## src/rtl/sar_search.sv

```systemverilog
// sar_search: successive-approximation searcher. It recovers an unknown
// WIDTH-bit value A by presenting trial operands B to an external
// combinational magnitude comparator and reading back its flags.
// The search runs MSB first, one trial per clock.
//
// Optional feature macro: EARLY_EXIT_EN. When it is defined, an equal flag
// (C2) ends the search on that trial. When it is undefined, every search
// takes exactly WIDTH trials.
//
// Ports:
//   clk        rising-edge clock
//   reset      synchronous, active-high reset
//   start      request a new search; sampled only in IDLE
//   C2/C1/C0   comparator flags A==B / A>B / A<B (valid in the same cycle as B)
//   B          registered trial operand to the comparator
//   result     recovered A; valid while done=1 and held afterwards
//   busy       high while trials are running
//   done       one-cycle completion pulse
//   err        flag protocol violation in the last search; cleared by an
//              accepted start
//   state_dbg  current FSM state (IDLE=0, TRIAL=1, DONE=2)
//
// Handshake: start is a request that is accepted only in IDLE. busy rises
// on the next cycle and stays high through the trial cycles. done pulses
// for one cycle with busy low. Any start seen while busy or done is high
// is dropped and is not queued.
module sar_search #(
    parameter int WIDTH = 4
) (
    input  logic             clk,
    input  logic             reset,
    input  logic             start,
    input  logic             C2,
    input  logic             C1,
    input  logic             C0,
    output logic [WIDTH-1:0] B,
    output logic [WIDTH-1:0] result,
    output logic             busy,
    output logic             done,
    output logic             err,
    output logic [1:0]       state_dbg
);

    localparam logic [1:0] IDLE  = 2'd0;
    localparam logic [1:0] TRIAL = 2'd1;
    localparam logic [1:0] DONE  = 2'd2;

    localparam int KW = (WIDTH > 2) ? $clog2(WIDTH) : 1;
    localparam logic [WIDTH-1:0] ONE = {{(WIDTH-1){1'b0}}, 1'b1};
    localparam logic [WIDTH-1:0] MSB = {1'b1, {(WIDTH-1){1'b0}}};
    localparam logic [KW-1:0]    K_TOP = KW'(WIDTH - 1);

    logic [1:0]       state;
    logic [KW-1:0]    k;
    logic [WIDTH-1:0] mask_k;
    logic [WIDTH-1:0] mask_next;
    logic [WIDTH-1:0] trial_kept;
    logic             flags_ok;

    // Decode the registered state. busy and done therefore never glitch
    // combinationally on the inputs.
    assign busy      = (state == TRIAL);
    assign done      = (state == DONE);
    assign state_dbg = state;

    always_comb begin
        mask_k     = ONE << k;
        // When k is 0 this wraps. The value is unused then, because the
        // search finishes on that trial.
        mask_next  = ONE << (k - 1'b1);
        flags_ok   = ({C2, C1, C0} == 3'b100) ||
                     ({C2, C1, C0} == 3'b010) ||
                     ({C2, C1, C0} == 3'b001);
        // A < B means the bit under test overshot, so drop it. Otherwise keep it.
        trial_kept = C0 ? (B & ~mask_k) : B;
    end

    always_ff @(posedge clk) begin
        if (reset) begin
            state  <= IDLE;
            k      <= '0;
            B      <= '0;
            result <= '0;
            err    <= 1'b0;
        end else begin
            case (state)
                IDLE: begin
                    if (start) begin
                        state <= TRIAL;
                        B     <= MSB;
                        k     <= K_TOP;
                        err   <= 1'b0;
                    end
                end
                TRIAL: begin
                    if (!flags_ok) begin
                        err    <= 1'b1;
                        result <= '0;
                        state  <= DONE;
`ifdef EARLY_EXIT_EN
                    end else if (C2) begin
                        result <= B;
                        state  <= DONE;
`endif
                    end else if (k == '0) begin
                        result <= trial_kept;
                        state  <= DONE;
                    end else begin
                        B <= trial_kept | mask_next;
                        k <= k - 1'b1;
                    end
                end
                DONE: begin
                    state <= IDLE;
                    B     <= '0;
                end
                default: begin
                    state <= IDLE;
                    B     <= '0;
                end
            endcase
        end
    end

endmodule
```

## config.mk

```make
export PLATFORM = sky130hd
export DESIGN_NAME = sar_search
export DESIGN_NICKNAME = d
export VERILOG_FILES = /design/src/rtl/sar_search.sv
export SDC_FILE = /design/constraint.sdc
export NUM_CORES = 1
export LEC_CHECK = 0
export ABC_AREA = 1
export BUFFER_PORTS_ARGS = -buffer_cell sky130_fd_sc_hd__buf_2
export CELL_PAD_IN_SITES_DETAIL_PLACEMENT = 0
export CELL_PAD_IN_SITES_GLOBAL_PLACEMENT = 1
export CORE_UTILIZATION = 40
export CTS_BUF_LIST = sky130_fd_sc_hd__clkbuf_4 sky130_fd_sc_hd__clkbuf_8 sky130_fd_sc_hd__clkbuf_16
export CTS_CLUSTER_SIZE = 40
export DETAILED_ROUTE_END_ITERATION = 16
export PLACE_DENSITY = 0.78
export SLEW_MARGIN = 5
export SYNTH_ARGS = -nofsm -noshare
export SYNTH_HDL_FRONTEND = slang
export SYNTH_SLANG_ARGS = --single-unit
```

## constraint.sdc

```tcl
create_clock -name clk -period 2.4 [get_ports clk]
set_input_delay 0.12 -clock clk [delete_from_list [all_inputs] [get_ports clk]]
set_output_delay 0.12 -clock clk [all_outputs]
set_load 0.02 [all_outputs]
```

==> results of run 1 <==
## metrics by stage
step | instance area (sq um) | cells | setup WS (ns) | utilization [%] | power [W]
2_1_floorplan | 808 | 99 | 1.03 | - | 0.000452
3_3_place_gp | 905 | 140 | 0.921 | 50.2 | 0.000496
3_5_place_dp | 905 | 140 | 0.866 | 50.2 | 0.000499
4_1_cts | 935 | 144 | 0.849 | 51.9 | 0.000652
5_1_grt | 935 | 144 | 0.727 | 51.9 | 0.000693
6_report | 935 | 144 | 0.850 | 51.9 | 0.000644
## flip-flops by register name, indices dropped and copies added (netlist names)
| signal | flops |
|---|---|
| B | 4 |
| err | 1 |
| k | 2 |
| result | 4 |
| state_dbg | 2 |
## cell usage in the layout, fill, tap and decap left out, drive strengths merged
cell type and n:
nand2 24, buf 18, dfxtp 13, nand3 12, nor2 11, inv 11
a21oi 11, ha 7, o21ai 4, clkbuf 4, a21boi 3, clkinv 1
## final cells by class
cell class                 count  area, sq um
fill                         179          867
multi-input combinational     72          477
sequential                    13          260
timing repair buffer          18         90.1
inverter                      12         46.3
tap                           25         31.3
clock buffer                   4         30.0
## metal layers
| layer | vias to the layer above | GRT usage (%) | share of wire [%] |
|---|---|---|---|
| met5 | - | 0 | 0 |
| met4 | 0 | 6.29 | 1.4 |
| met3 | 4 | 7.31 | 4.2 |
| met2 | 18 | 28.6 | 48 |
| met1 | 315 | 21.5 | 47 |
| li1 | 358 | - | - |
## logic make-up after synthesis
| group | share of synthesized area, % |
|---|---|
| AOI/OAI and AO/OA | 14.4 |
| adders and majority gates | 10.8 |
| DFF | 32.2 |
| buffers and inverters | 8.82 |
| and+or+nand+nor | 33.7 |
## power by group through the flow
stage          Clock, W  Combinational [W]  Sequential, W
3_3_place_gp          0           0.000229       0.000267
3_5_place_dp          0           0.000230       0.000269
5_1_grt        0.000169           0.000255       0.000268
4_1_cts        0.000157           0.000231       0.000264
6_report       0.000151           0.000230       0.000263
2_1_floorplan         0           0.000165       0.000287
## worst min-delay path by stage
stage	startpoint	to	slack, ns	depth (start not counted)
2_1_floorplan	C0	result[0]	0.38	3
3_3_place_gp	reset	k[1]	0.44	2
3_5_place_dp	reset	result[1]	0.44	2
4_1_cts	reset	result[1]	0.13	2
5_1_grt	reset	result[1]	0.13	2
6_report	reset	result[1]	0.13	2
## worst max-delay path, cell delays in order (launching register included)
cell     delay (ns)
dfxtp_1        0.41
inv_1          0.13
ha_1           0.27
inv_1          0.12
nand3_2        0.10
nand2_4        0.18
nand2_2        0.09
nand2_1        0.08
a21oi_2        0.05
==> results.md, run 1 <==
- Slew headroom: between 80% and 90%
- Yosys cell types: 20
- CTS Buf Count: 3
- Buffer type at the clock tree root: clkbuf_4
- Worst Path Required: approximately 2.6 ns
- Clock latency on the worst-skew pair: between 0.2 and 0.3 ns
- Clock buffer depth: 2
- EDFF count, synth: 0
- Final Max Tran Viols: 0
- Crit. End Element: register
- Static Leakage: between 0.4 and 0.5 nW
- Layout cells sized above 1: around 39%
- GRT Util Overall: around 18%
- Initial antenna violation count: 0
- Final nets: about 130
- Fin Setup TNS: 0 ns
- Residual DRC: 0
- CP Launch Point: k[0]
- First-pass GRT wire length: approximately 2700 microns
- Max Freq: ~650 MHz
- Final critical-path required period: 1.55 ns
- Number of antenna cells inserted: 0
- Internal Pwr Total: 0.000395 W
- Gate count of the mapped netlist: a little under 100
- PD cells: ~690 mW/mm^2
- DR iter-0 viols: 13
- CTS tree: done
- Drt first pass iters: 6
- H-tree depth: 1
- Routability cong.: between 0.7 and 0.8
- Status: finished clean
- Commonest cells in the netlist: 16 x nand2_1, 13 x dfxtp_1, 9 x nor2_1, 8 x inv_1
- Ys async rst share: 0%
- Syn Std Cell Area: 808 sq um
- DP HPWL: 1240 microns
- Fin crit share: ~65%
- Count leader, synth: nand2_1
- Setup repair bufs after CTS: 0
- R2r setup slk: roughly 0.85 ns
- Comb pwr share: 35.7%
- Switch share: approximately two fifths
- Area leader, netlist: dfxtp_1
- Warnings, synthesis: 0
- Ports: 19
- Setup-failing EPs final: 0
- Final hold vios: 0
- WL final: about 1600 microns
- Hold Path Class: input port to register
- Sequential power share: between 40% and 50%
- Psw: between 0.0002 and 0.00025 W
- Routed len/inst: roughly 11 microns
- Synthesized Nets: around 110
- Number of global-route vias before repair: ~650
- Number of hold buffers added after CTS: 0
- RR Startpoint: k[0]
- Starting Density: 44.9%
- Clock power frac: between 20% and 30%
- Crit path max fanout: 15
- Synth top area share: between 30% and 40%
- Vias: between 600 and 700
- RSZ-0062 raised after global routing: false
- CTS clk-pin slew, worst paths: 0.08 ns
- Synthesized flop and latch total: 13
- # rows: 15
- Worst hold slack: about 0.13 ns
- Worst path arrival time: 1.72 ns
- Layout Skew: ~0.0016 ns
- Critical R2R Capture: k[1]
- Post-cts resize count: 0
- R2R depth: 8
- Via density: about 4.8
- Die width: ~47 microns
- Worst Setup EP: k[1]
- Area Growth Syn to Fin: 15.6%
- MaxCap Viol Count: 0
- GRT Residual Overflow: 0
- Avg Cell Area, Syn: roughly 8.2 sq um
- Die H: 47.0 microns
- Actual slew at the worst max-slew pin: about 0.26 ns
- Core area: approximately 0.0018 sq mm
- Worst vdd ir: around 0.45 mV
- Kind of critical path: register to register
- Largest net degree at the start of global routing: 16
- Total die area: around 0.0022 sq mm
- Main area contributors after synthesis: dfxtp_1 32%, ha_1 11%, nand2_1 7.4%
- CP Launch Type: register
- Buffers added on ports: 18
- Sink Count: 13
- DRT antenna net count: 0
- Synth Flop Type: dfxtp_1
- Sequential cell area fraction in the yosys report: about a third
Power figures use the tool's default switching activity.
==> inputs of run 2 (changes only) <==
- CORE_UTILIZATION: 40 -> 34
- PLACE_DENSITY: 0.78 -> 0.7
- clock period: 2.4 -> 1.4 ns (I/O delays scaled with it)
==> run 2 against run 1 <==
Register-to-register slack worse by 0.75 ns. Final cell count is 5.6% higher. Largest cell class unchanged. Final area is 6.6% higher. Worst setup slack worse by 0.75 ns. Critical path type unchanged. Highest routed layer unchanged. Wire length is 1.1% higher.
==> results.md, run 2 (synthesized netlist as in run 1, its figures left out) <==
- Status: finished clean
- GRT Util Overall: between 10% and 20%
- Largest net degree at the start of global routing: 16
- Layout cells sized above 1: between 40% and 50%
- Final Max Tran Viols: 0
- DR iter-0 viols: 8
- Fin Setup TNS: 0 ns
- Actual slew at the worst max-slew pin: 0.244 ns
- Slew headroom: ~84%
- Largest registers: B x4, result x4
- Final hold vios: 0
- Final Util: around 45%
- Routed len/inst: approximately 11 microns
- Layout Skew: 0.00867 ns
- Initial antenna violation count: 0
- Worst vdd ir: ~0.77 mV
- Slowest stage delay, CP: ~0.34 ns
- Hold Path Class: input port to register
- Routability cong.: 0.780
- DRT antenna net count: 0
- Starting Density: a little over a third
- Clock buffer depth: 2
- H-tree depth: 1
- Drt first pass iters: 4
- Setup-failing EPs final: 0
- Residual DRC: 0
- CP Launch Type: register
- Die width: between 50 and 60 microns
- Max Freq: around 770 MHz
- Worst-path cell chain: inv_1 -> ha_1 -> inv_1 -> nand3_4 -> nand2_8 -> nand2_2 -> nand2_1 -> a21oi_2
- DP HPWL: 1210 microns
- Worst path arrival time: roughly 1.5 ns
- Number of global-route vias before repair: ~600
- Static Leakage: a little under 0.5 nW
- Ports: 19
- Crit-path most repeated cell: inv_1
- Die H: 50.8 microns
- Sink Count: 13
- CTS clk-pin slew, worst paths: ~0.080 ns
- Most frequent cells in the layout: 18 x buf_2, 16 x nand2_1, 13 x dfxtp_1
- CTS Buf Count: 3
- CTS tree: done
- Final critical-path required period: 1.30 ns
- Core area: 0.00223 sq mm
- Clock latency on the worst-skew pair: around 0.27 ns
- RSZ-0062 raised after global routing: false
- PD cells: about 1200 mW/mm^2
- First-pass GRT wire length: 2620 microns
- WL final: around 1600 microns
- Fin crit share: around 93%
- Setup repair bufs after CTS: 0
- Final nets: approximately 140
- MaxCap Viol Count: 0
- # fillers: ~240
- Buffers added on ports: 18
- # rows: 17
- Slowest CP cell: dfxtp_1
- Most common cell after layout, fill and taps aside: buf_2
- Number of antenna cells inserted: 0
- Vias: approximately 730
- Crit path max fanout: 8
- Buf/Inv on CP: 2
- Total die area: between 0.002 and 0.003 sq mm
- Worst Path Required: approximately 1.6 ns
- Crit. End Element: register
- Via density: between 4 and 5
- Buffer type at the clock tree root: clkbuf_4
- GRT Residual Overflow: 0
- Critical path's top delay family: simple AND/OR/NAND/NOR gates
- Kind of critical path: register to register
- Area Growth Syn to Fin: 23.2%
==> run 2: worst register-to-register path: cells and delay by family (launching register included) <==
kind | cells | cell delay, ns
and+or+nand+nor | 4 | 0.40
DFF | 1 | 0.34
buffers and inverters | 2 | 0.22
adders and majority gates | 1 | 0.21
AOI/OAI and AO/OA | 1 | 0.04
==> run 2: final cells by class <==
| cell class | instances | area (sq um) | area share (%) |
|---|---|---|---|
| multi-input combinational | 73 | 504 | 50.6 |
| sequential | 13 | 260 | 26.1 |
| timing repair buffer | 22 | 120 | 12.1 |
| inverter | 12 | 46.3 | 4.65 |
| tap | 28 | 35.0 | 3.52 |
| clock buffer | 4 | 30.0 | 3.02 |
==> run 2: layer usage <==
| metal | wire length, microns | GRT usage (%) | vias to the layer above |
|---|---|---|---|
| met5 | 0 | 0 | - |
| met4 | 9 | 6.94 | 0 |
| met3 | 123 | 2.73 | 2 |
| met2 | 727 | 20.7 | 19 |
| met1 | 772 | 19.2 | 330 |
| li1 | - | - | 374 |
==> run 2: path summary, 6_finish.rpt <==
check | start | end | slack [ns] | cells after the start
max | k[1] | k[1] | 0.1 | 8
min | reset | B[3] | 0.10 | 2
min reg2reg | result[3] | result[3] | 0.46 | 2
max reg2reg | k[1] | k[1] | 0.1 | 8
==> run 2: power by group <==
group	internal, W	total, W	switching [W]
logic	0.000170	0.000464	0.000294
clock network	0.000130	0.000246	0.000117
registers	0.000411	0.000439	0.0000277
==> run 2: what timing repair did <==
item	CTS	global route
gates resized for setup	0	3
endpoints found under the setup margin	0	6
hold endpoints to repair	0	0
hold buffers	0	0
==> run 2: through the flow <==
stage	hold WS (ns)	total power, W	instances	worst slack, ns	area [sq um]
5_1_grt	0.0908	0.00124	152	0.0100	996
3_3_place_gp	0.391	0.000884	147	0.123	938
4_1_cts	0.0939	0.00113	151	0.0617	968
2_1_floorplan	0.325	0.000775	99	0.0266	808
6_report	0.104	0.00115	152	0.0961	996
3_5_place_dp	0.390	0.000882	147	0.0762	938
